`src/rtl/spi_master.sv`:
```
// Byte-wide SPI master, mode 0, MSB first, for the SD card port pair (cs latch + data exchange).
// Latency: busy for 16*DIV ce pulses after the start edge; q updates on the edge busy falls.
// Backpressure: wr/rd strobes seen while busy are dropped; csWr is honoured in any state.
module spi_master #(
  parameter int         DIV  = 1,
  parameter logic [7:0] IDLE = 8'hFF
) (
  input  logic       clock,
  input  logic       reset,
  input  logic       ce,
  input  logic       csWr,
  input  logic       csD,
  input  logic       wr,
  input  logic       rd,
  input  logic [7:0] d,
  output logic [7:0] q,
  output logic       busy,
  output logic       cs,
  output logic       ck,
  output logic       mosi,
  input  logic       miso
);

  typedef enum logic {
    ST_IDLE  = 1'b0,
    ST_SHIFT = 1'b1
  } state_t;

  localparam logic [7:0] DIV_LAST = 8'(DIV - 1);

  state_t     state, state_nxt;
  logic [7:0] sr, sr_nxt;
  logic [7:0] q_nxt;
  logic [7:0] div_cnt, div_nxt;
  logic [3:0] hb, hb_nxt;
  logic       sb, sb_nxt;
  logic       ck_nxt, mosi_nxt, cs_nxt;
  logic [7:0] load_byte;

  // wr takes priority over rd when both strobe together
  assign load_byte = wr ? d : IDLE;
  assign busy      = (state == ST_SHIFT);

  // State register; reset aborts any exchange immediately
  always_ff @(posedge clock) begin
    if (reset) state <= ST_IDLE;
    else       state <= state_nxt;
  end

  // Datapath registers: shifter, sample bit, counters and pin drivers
  always_ff @(posedge clock) begin
    if (reset) begin
      sr      <= 8'hFF;
      q       <= 8'hFF;
      div_cnt <= 8'd0;
      hb      <= 4'd0;
      sb      <= 1'b1;
      ck      <= 1'b0;
      mosi    <= 1'b1;
      cs      <= 1'b1;
    end else begin
      sr      <= sr_nxt;
      q       <= q_nxt;
      div_cnt <= div_nxt;
      hb      <= hb_nxt;
      sb      <= sb_nxt;
      ck      <= ck_nxt;
      mosi    <= mosi_nxt;
      cs      <= cs_nxt;
    end
  end

  // Next-state: start on a strobe in IDLE, then one half-bit per DIV ce pulses
  always_comb begin
    state_nxt = state;
    sr_nxt    = sr;
    q_nxt     = q;
    div_nxt   = div_cnt;
    hb_nxt    = hb;
    sb_nxt    = sb;
    ck_nxt    = ck;
    mosi_nxt  = mosi;
    // cs is independent of the exchange; the byte finishes on the wire regardless
    cs_nxt    = csWr ? csD : cs;

    case (state)
      ST_IDLE: begin
        if (wr || rd) begin
          sr_nxt    = load_byte;
          hb_nxt    = 4'd0;
          div_nxt   = 8'd0;
          mosi_nxt  = load_byte[7];
          state_nxt = ST_SHIFT;
        end
      end
      ST_SHIFT: begin
        if (ce) begin
          if (div_cnt == DIV_LAST) begin
            div_nxt = 8'd0;
            if (!hb[0]) begin
              // leading edge: card samples mosi, we sample miso
              ck_nxt = 1'b1;
              sb_nxt = miso;
            end else begin
              // trailing edge: shift sample in and present the next MSB
              ck_nxt   = 1'b0;
              sr_nxt   = {sr[6:0], sb};
              mosi_nxt = sr[6];
              if (hb == 4'd15) begin
                q_nxt     = {sr[6:0], sb};
                mosi_nxt  = 1'b1;
                state_nxt = ST_IDLE;
              end
            end
            // hb saturates at 15; the exchange ends there
            if (hb != 4'd15) hb_nxt = hb + 4'd1;
          end else begin
            div_nxt = div_cnt + 8'd1;
          end
        end
      end
      default: state_nxt = ST_IDLE;
    endcase
  end

endmodule

```
`config.mk`:
```
export PLATFORM = sky130hd
export DESIGN_NAME = spi_master
export DESIGN_NICKNAME = d
export VERILOG_FILES = /design/src/rtl/spi_master.sv
export SDC_FILE = /design/constraint.sdc
export NUM_CORES = 1
export LEC_CHECK = 0
export ABC_CLOCK_PERIOD_IN_PS = 5000
export CAP_MARGIN = 20
export CORE_MARGIN = 2
export CORE_UTILIZATION = 50
export DETAILED_ROUTE_END_ITERATION = 8
export PLACE_DENSITY = 0.74
export SLEW_MARGIN = 20
export SYNTH_ARGS = -nofsm -noshare
export SYNTH_HDL_FRONTEND = slang
export SYNTH_SLANG_ARGS = --single-unit
```
`constraint.sdc`:
```
create_clock -name clock -period 5 [get_ports clock]
set_input_delay 1 -clock clock [delete_from_list [all_inputs] [get_ports clock]]
set_output_delay 1 -clock clock [all_outputs]
set_load 0.05 [all_outputs]
```
; ---- Word level (Yosys, flattened, before mapping)
; Index checks and enable logic that the tools add are counted.
[word_totals]
register_bits = 32
inputBits = 16
output_inout_bits = 12
elab_cells = 56
[op_classes]
add_sub_neg = 2
eq_ne = 7
n_mux = 28
bitwise_logic = 2
n_reduce_logical = 8
[ops]
columns = cell, count
row1 = $mux W8, 4
row2 = $mux W7, 4
row3 = $mux W4, 4
row4 = $pmux W8 S2, 1
row5 = $pmux W7 S2, 1
row6 = $reduce_and A4 Y1, 3
row7 = $mux W1, 11
row8 = $add A8 B1 Y8 const B, 1
row9 = $logic_not A8 Y1, 1
row10 = $pmux W4 S2, 1
row11 = $ne A2 B1 Y1 const B, 3
row12 = $reduce_and A5 Y1, 1
row13 = $add A4 B1 Y4 const B, 1
row14 = $eq A4 B4 Y1 const B, 1
row15 = $ne A2 B2 Y1 const B, 2
row16 = $ne A4 B4 Y1 const B, 1
row17 = $pmux W1 S2, 2
row18 = $reduce_and A3 Y1, 1
row19 = $not A1 Y1, 2
row20 = $reduce_and A2 Y1, 1
row21 = $logic_or A1 B1 Y1, 1

; ---- Depth between registers and ports, before layout
; Gate-level depths: netlist of the first run.
[depth]
word_depth = 6
ltp_mapped = 7
ltp_nobuf = 6

; ---- Worst setup path after synthesis of the first run
; No wires, ideal clock.
[synth_path]
path_kind = input -> register
startpoint = input port wr
endpoint = register sr[1]
arrival_ps = 1987
required_ps = 4880
slack_ps = 2893
path_stages = 5
path_cell_list = o21ba_2 > a31oi_2 > buf_4 > nor2_1 > a211o_1
[synth_between]
elab_chain_cells = 3
[synth_lines]
columns = item, line
row1 = from (decl), 13  ; input logic wr,
row2 = $mux W8 / $logic_or A1 B1 Y1 (equally long branches), "41, 88"
row3 = $mux W7 / $ne A2 B2 Y1 (equally long branches), n/a
row4 = $pmux W7 S2 / $reduce_and A4 Y1 (equally long branches), n/a
row5 = to (signal assigned), 62  ; sr <= sr_nxt;
row6 = to (decl), 32  ; logic [7:0] sr, sr_nxt;
; Several ways; a longest one is shown, not always the timed one. The select of a mux whose other input is x is not followed.
; A chain may end at the register's enable or synchronous reset.

; ---- Worst setup path in the final report of the first run
[layout_path]
startpoint = register state, in the netlist busy
endpoint = output port busy
[layout_lines]
columns = item, line
row1 = from (decl), 31  ; state_t state, state_nxt;
row2 = from (signal assigned), 47  ; else state <= state_nxt;
row3 = to (decl), 17  ; output logic busy,
; No word-level cell between the ends.

==> out/qor.log, run 1 <==
INFO  routing        antenna_left=0
INFO  timing         rsz0062_at_grt=no
INFO  cts            cts-htree-levels=2
INFO  setup_path     cp-end-kind=output port
INFO  floorplan      die_w=58.0µm
INFO  timing         fmax=359MHz
INFO  worst_hold_path critical_hold_path_startpoint=ck
INFO  timing         setup_total_negative_slack=0ns
INFO  global_routing most_congested_layer_reported_by_global_routing=met2
INFO  timing         slew_headroom=0.354
INFO  timing         final.setup.worst_slack=2.21ns
INFO  logic_synthesis yosysSeqAreaShare=0.439
INFO  power          ir_worst_vdd=367µV
INFO  outcome        outcome=finished clean
INFO  floorplan      row_count=19
INFO  logic_synthesis ys.warnings.count=0
INFO  layout         fin_util=0.658
INFO  global_routing first_global_vias=1,212
INFO  floorplan      design.portCount=28
INFO  floorplan      fp.dieH=58.0µm
INFO  global_routing initial_antenna_violation_count=0
INFO  routing        drc_errors=0
INFO  floorplan      effective_utilization_at_floorplan=0.529
INFO  setup_path     register_to_register_setup_slack=3.00ns
INFO  setup_path     worst-setup-path-type=reg -> out
INFO  cts            worst_setup_hold_path_clk_slew=0.10ns
INFO  layout         antenna_cell_count=0
INFO  logic_synthesis post_synth_inst_count=164
INFO  global_routing remaining_global_route_overflow=0
INFO  layout         mostFrequentLayoutCells=sky130_fd_sc_hd__dfxtp_1, sky130_fd_sc_hd__nor2_1, sky130_fd_sc_hd__clkdlybuf4s50_1
INFO  routing        drt_iter0_markers=42
INFO  layout         multiInputGateArea=747µm²
INFO  layout         layout.filler_cells=268
INFO  place          numPlacedInstances=216
INFO  layout         area_growth_syn_to_layout=24.5%
INFO  place          detailed_place.area=1740µm²
INFO  cts            cts-root-buf=sky130_fd_sc_hd__clkbuf_4
INFO  timing         timing.final.crit_share=0.557
INFO  setup_path     critical_path.startpoint=busy
INFO  timing         setup-violations-final=0
INFO  run            max-cap-violations=0
INFO  global_routing met1_resource_use_gr=0.245
INFO  floorplan      core_area=2760µm²
INFO  cts            clk_latency=0.34ns
INFO  setup_path     critPathSlowestCell=sky130_fd_sc_hd__clkdlybuf4s50_1
INFO  logic_synthesis edff_count_synth=0
INFO  timing         final.min_clock_period=2.79ns
INFO  global_routing met2_track_demand_over_resource_in_global_routing=0.354
INFO  routing        routed_wire_length_per_instance=14.1µm
INFO  timing         worstMarginPinSlew=0.966ns
INFO  logic_synthesis post_synth_num_cell_types=39
INFO  global_routing track_usage=0.206
INFO  cts            clockBufferDepth=2
INFO  routing        drt-total-wl=3150µm
INFO  place          portBuffers=27
INFO  layout         final_layout_net_count=211
INFO  global_routing grt_pass1_wl=5330µm
INFO  setup_path     worst_path_cell_chain=clkdlybuf4s50_1
INFO  setup_path     required=4.00ns
INFO  floorplan      die_area=3360µm²
INFO  cts            cts.repair.resized=0
INFO  logic_synthesis syn-mean-instance-area=8.89µm²
INFO  layout         final_common_cell=sky130_fd_sc_hd__dfxtp_1
INFO  logic_synthesis synth_seq_cells=32
INFO  logic_synthesis synthesis.area=1460µm²
INFO  cts            cts_tree=done
INFO  power          static_leak=0.716nW
INFO  routing        vias=1,274
INFO  layout         finalNonFillerCells=224
INFO  logic_synthesis postSynth.topFlopCell=sky130_fd_sc_hd__dfxtp_1
INFO  setup_path     critical-path-max-stage-delay=0.88ns
INFO  setup_path     worst-path-buf-inv=1
INFO  logic_synthesis synthArstFlopShare=0
INFO  setup_path     cpLargestDelayFamily=buffers and inverters
INFO  cts            cts_hold_repair.buffers=0
INFO  place          finalWeightedCongestion=0.807
INFO  place          dp_slack=2.11ns
INFO  logic_synthesis synth_fp_nets=183
INFO  routing        viasPerCell=5.69
INFO  worst_hold_path holdCritPathClass=reg -> reg
INFO  global_routing grt_use_met3=0.0625
INFO  setup_path     crit_fanout=13
INFO  layout         design_area=1810µm²
INFO  cts            cts-buffers-inserted=5
INFO  layout         layout-drive-gt1-share=0.0674
INFO  cts            post-cts-setup-buffer-count=0
INFO  layout         register_area=641µm²
INFO  timing         fin_skew=0.0141ns
INFO  power          powerDensity=302nW/µm²
INFO  timing         report.final.slew_viol_count=0
INFO  timing         report.final.hold_viol_count=0
INFO  setup_path     startpoint_type=register
INFO  setup_path     regToRegStartpoint=div_cnt[0]
INFO  cts            clock_sinks=32
INFO  setup_path     critPathArrivalTime=1.79ns
INFO  global_routing grt_max_degree=29
INFO  routing        firstDrtPassIters=4
INFO  place          dp_hpwl=2270µm
==> tightest hold or removal path: cells and delay by family (launching register included) <==
kind	cells	cell delay, ns
AOI/OAI and AO/OA	1	0.06
DFF	1	0.32
and+or+nand+nor	1	0.05
==> cell type report <==
cell class / instances / area share
Clock inverter: 2 / 0.0193
Multi-Input combinational cell: 115 / 0.412
Timing Repair Buffer: 27 / 0.149
Sequential cell: 32 / 0.353
Clock buffer: 6 / 0.0228
Tap cell: 31 / 0.0214
Inverter: 11 / 0.0228
==> per-stage QoR <==
stage / power (mW) / hold WS, ns
2_1_floorplan: 0.332 / 0.459
3_3_place_gp: 0.357 / 0.442
3_5_place_dp: 0.361 / 0.453
4_1_cts: 0.554 / 0.471
5_1_grt: 0.572 / 0.495
6_report: 0.549 / 0.468
==> cell families after synthesis <==
family / Yosys count / synth area share
buffers and inverters: 17 / 0.0481
AOI/OAI and AO/OA: 39 / 0.202
adders and majority gates: 3 / 0.0258
xor gates and xnor gates: 6 / 0.0361
and+or+nand+nor: 67 / 0.249
DFF: 32 / 0.439
==> power breakdown <==
part,internal (mW),leakage (nW),total (mW),switching [mW]
sequential,0.265,0.261,0.277,0.0112
clock,0.105,0.0422,0.194,0.0892
combinational,0.0352,0.412,0.0781,0.0429
total,0.405,0.716,0.549,0.143
==> sequential cells by signal, summed over array words and instances (netlist names) <==
register,cells
div_cnt,8
q,8
sr,7
hb,4
busy,1
ck,1
cs,1
mosi,1
sb,1
==> final timing paths <==
kind	endpoint	cells after the start
worst max register to register	sr[0]	6
worst max-delay path	busy	1
worst min register to register	ck	2
worst min-delay path	ck	2
==> layer usage <==
layer,routed length (µm),up-vias
met5,0,-
met4,49,0
met3,167,5
met2,1510,28
met1,1420,596
li1,-,645
==> cells in the mapped netlist (2+ instances only) <==
cell type	instances	area, µm²
sky130_fd_sc_hd__or3_1	5	31.3
sky130_fd_sc_hd__o22ai_1	6	37.5
sky130_fd_sc_hd__buf_2	2	10.0
sky130_fd_sc_hd__dfxtp_1	32	641
sky130_fd_sc_hd__nand2_1	8	30.0
sky130_fd_sc_hd__inv_1	11	41.3
sky130_fd_sc_hd__nand3_1	6	30.0
sky130_fd_sc_hd__a21oi_1	7	35.0
sky130_fd_sc_hd__nor2b_1	2	12.5
sky130_fd_sc_hd__nor4_1	2	12.5
sky130_fd_sc_hd__nor2_1	27	101
sky130_fd_sc_hd__xnor2_1	5	43.8
sky130_fd_sc_hd__ha_1	3	37.5
sky130_fd_sc_hd__nand4_1	2	12.5
sky130_fd_sc_hd__clkbuf_1	3	11.3
sky130_fd_sc_hd__and3_1	2	12.5
sky130_fd_sc_hd__nor4b_1	2	17.5
sky130_fd_sc_hd__o21ai_0	2	10.0
sky130_fd_sc_hd__a211o_1	17	149
No activity file was read; power rests on OpenSTA's default activity.
==> run 2, diff against run 1 <==
Settings changed: ABC_CLOCK_PERIOD_IN_PS 5000 to 2800.
Clock period 5 ns to 2.8 ns, I/O delays scaled along.
==> out/qor.log, run 2 (synthesized netlist as in run 1, its figures left out) <==
INFO  outcome        outcome=finished clean [unchanged]
INFO  timing         worstMarginPinSlew=0.542ns [was 0.966 ns]
INFO  power          ir_worst_vdd=429µV [was 367 µV]
INFO  layout         final_common_cell=sky130_fd_sc_hd__dfxtp_1 [unchanged]
INFO  timing         setup_total_negative_slack=0ns [unchanged]
INFO  floorplan      core_area=2760µm² [unchanged]
INFO  setup_path     worstSetupPathDepth=1 [unchanged]
INFO  routing        drc_errors=0 [unchanged]
INFO  floorplan      die_area=3360µm² [unchanged]
INFO  setup_path     worst_r2r_path_depth=6 [unchanged]
INFO  routing        drt-total-wl=3080µm [was 3150 µm]
INFO  timing         slew_headroom=0.636 [was 0.354]
INFO  cts            post-cts-setup-buffer-count=0 [unchanged]
INFO  setup_path     regToRegStartpoint=div_cnt[0] [unchanged]
INFO  routing        vias=1,300 [was 1,274]
INFO  timing         rsz0062_at_grt=no [unchanged]
INFO  timing         timing.final.crit_share=0.829
INFO  setup_path     register_to_register_setup_slack=0.95ns [was 3.00 ns]
INFO  layout         largest_registers=div_cnt x8, q x8, sr x7 [unchanged]
INFO  cts            clockBufferDepth=2 [unchanged]
INFO  place          finalWeightedCongestion=0.892 [was 0.807]
INFO  power          comb_power_share=0.146 [was 0.142]
INFO  routing        routed_wire_length_per_instance=13.6µm [was 14.1 µm]
INFO  power          static_leak=0.725nW [was 0.716 nW]
INFO  setup_path     critPathCapture=busy [unchanged]
INFO  cts            cts-root-buf=sky130_fd_sc_hd__clkbuf_4 [unchanged]
INFO  setup_path     worst_path_cell_chain=clkdlybuf4s50_1 [unchanged]
INFO  setup_path     critical-path-max-stage-delay=0.88ns [about the same]
INFO  power          power_report.internal_total=727µW [was 405 µW]
INFO  timing         report.final.hold_viol_count=0 [unchanged]
INFO  power          p_sw_frac=0.256 [was 0.261]
INFO  routing        drt_iter0_markers=46 [was 42]
INFO  layout         final_layout_net_count=213 [was 211]
INFO  timing         fmax=431MHz
INFO  place          dp_hpwl=2320µm [was 2270 µm]
INFO  timing         report.final.slew_viol_count=0 [unchanged]
INFO  power          switching_power=250µW [was 143 µW]
INFO  setup_path     worst_r2r_endpoint=hb[3] [was sr[0]]
INFO  power          powerDensity=534nW/µm² [was 302 nW/µm²]
INFO  setup_path     worst-setup-path-type=reg -> out [unchanged]
INFO  cts            cts_hold_repair.buffers=0 [unchanged]
INFO  floorplan      effective_utilization_at_floorplan=0.529 [unchanged]
INFO  global_routing first_global_vias=1,261 [was 1,212]
INFO  place          portBuffers=27 [unchanged]
INFO  routing        firstDrtPassIters=4 [unchanged]
INFO  setup_path     crit_fanout=13 [unchanged]
INFO  cts            clk_latency=0.33ns [was 0.34 ns]
INFO  setup_path     startpoint_type=register [unchanged]
INFO  global_routing grt_pass1_wl=5360µm [was 5330 µm]
INFO  power          power_frac_seq=0.505 [was 0.504]
INFO  global_routing grt_max_degree=17 [was 29]
INFO  timing         final.min_clock_period=2.32ns
INFO  setup_path     cpLargestDelayFamily=buffers and inverters [unchanged]
INFO  cts            cts_tree=done [unchanged]
INFO  cts            worst_setup_hold_path_clk_slew=0.10ns [about the same]
INFO  layout         mostFrequentLayoutCells=sky130_fd_sc_hd__dfxtp_1, sky130_fd_sc_hd__nor2_1, sky130_fd_sc_hd__clkdlybuf4s50_1 [unchanged]
INFO  cts            cts-buffers-inserted=5 [unchanged]
INFO  layout         layout-drive-gt1-share=0.0769 [was 0.0674]
INFO  power          finalPower=977µW [was 549 µW]
INFO  setup_path     cp-end-kind=output port [unchanged]
INFO  cts            cts-htree-levels=2 [unchanged]
INFO  global_routing track_usage=0.208 [was 0.206]
INFO  timing         setup-violations-final=0 [unchanged]
INFO  floorplan      row_count=19 [unchanged]
INFO  layout         area_growth_syn_to_layout=25.5% [was 24.5%]
INFO  floorplan      die_w=58.0µm [unchanged]
INFO  worst_hold_path holdCritPathClass=reg -> reg [unchanged]
INFO  cts            cts.repair.resized=0 [unchanged]
INFO  setup_path     critPathArrivalTime=1.76ns [was 1.79 ns]
INFO  global_routing remaining_global_route_overflow=0 [unchanged]
INFO  layout         antenna_cell_count=0 [unchanged]
INFO  floorplan      fp.dieH=58.0µm [unchanged]
INFO  routing        viasPerCell=5.75 [was 5.69]
INFO  setup_path     worst-path-buf-inv=1 [unchanged]
INFO  setup_path     critPathSlowestCell=sky130_fd_sc_hd__clkdlybuf4s50_1 [unchanged]
INFO  cts            clock_sinks=32 [unchanged]
INFO  routing        antenna_left=0 [unchanged]
INFO  power          fraction_of_power_consumed_by_the_clock_network=0.349 [was 0.353]
INFO  setup_path     critical_path.startpoint=busy [unchanged]
INFO  global_routing initial_antenna_violation_count=0 [unchanged]
INFO  floorplan      design.portCount=28 [unchanged]
INFO  timing         fin_skew=0.0153ns [was 0.0141 ns]
INFO  setup_path     required=2.24ns [was 4.00 ns]
INFO  run            max-cap-violations=0 [unchanged]
## run 2: cell types whose count changed in the layout (fill, tap and decap cells not counted)
cell / before / now
sky130_fd_sc_hd__buf_4: 0 / 2
## run 2: area by class of cell
| cell class | instances | area (µm²) |
|---|---|---|
| clock buffers | 6 | 41.3 |
| clock inverters | 2 | 35.0 |
| fillers | 240 | 928 |
| inverters | 11 | 41.3 |
| multi-input cells | 115 | 747 |
| flip-flops and latches | 32 | 641 |
| well taps | 31 | 38.8 |
| repair buffers | 29 | 285 |
## run 2: per-layer routing
metal | track usage | part of all wire
met2 | 0.362 | 0.50
met3 | 0.0647 | 0.063
met4 | 0.0764 | 0.015
met5 | 0 | 0
met1 | 0.238 | 0.42
## run 2: worst min-delay path by stage
stage	start	end	slack (ns)	cells after the start
final	ck	ck	0.46	2
after global routing	ck	ck	0.50	2
after CTS	ck	ck	0.46	2
after detailed placement	ck	ck	0.45	2
after global placement	ck	ck	0.44	2
after floorplan	sr[6]	sr[6]	0.46	1
## run 2: stage by stage
stage                util  hold slack [ns]  std cells  setup WS [ns]  area [µm²]
floorplan               -            0.459        164          0.826        1460
global placement    0.636            0.443        218          0.647        1750
detailed placement  0.636            0.448        218          0.599        1750
CTS                 0.663            0.462        226          0.474        1830
global route        0.663            0.503        226          0.375        1830
finish              0.663            0.460        226          0.479        1830
## run 2: power by group through the flow
stage	logic, mW	registers, mW	clock network (mW)
detailed placement	0.143	0.504	0
CTS	0.144	0.493	0.354
finish	0.143	0.493	0.341
floorplan	0.0800	0.514	0
global route	0.156	0.497	0.372
global placement	0.140	0.503	0
## run 2: worst register-to-register path, cell delays in order (launching register included)
cell and delay, ns:
sky130_fd_sc_hd__dfxtp_1 0.37, sky130_fd_sc_hd__inv_1 0.07, sky130_fd_sc_hd__ha_1 0.14, sky130_fd_sc_hd__nor4b_4 0.34, sky130_fd_sc_hd__nand3_1 0.28, sky130_fd_sc_hd__or3_1 0.42
sky130_fd_sc_hd__a31oi_1 0.16
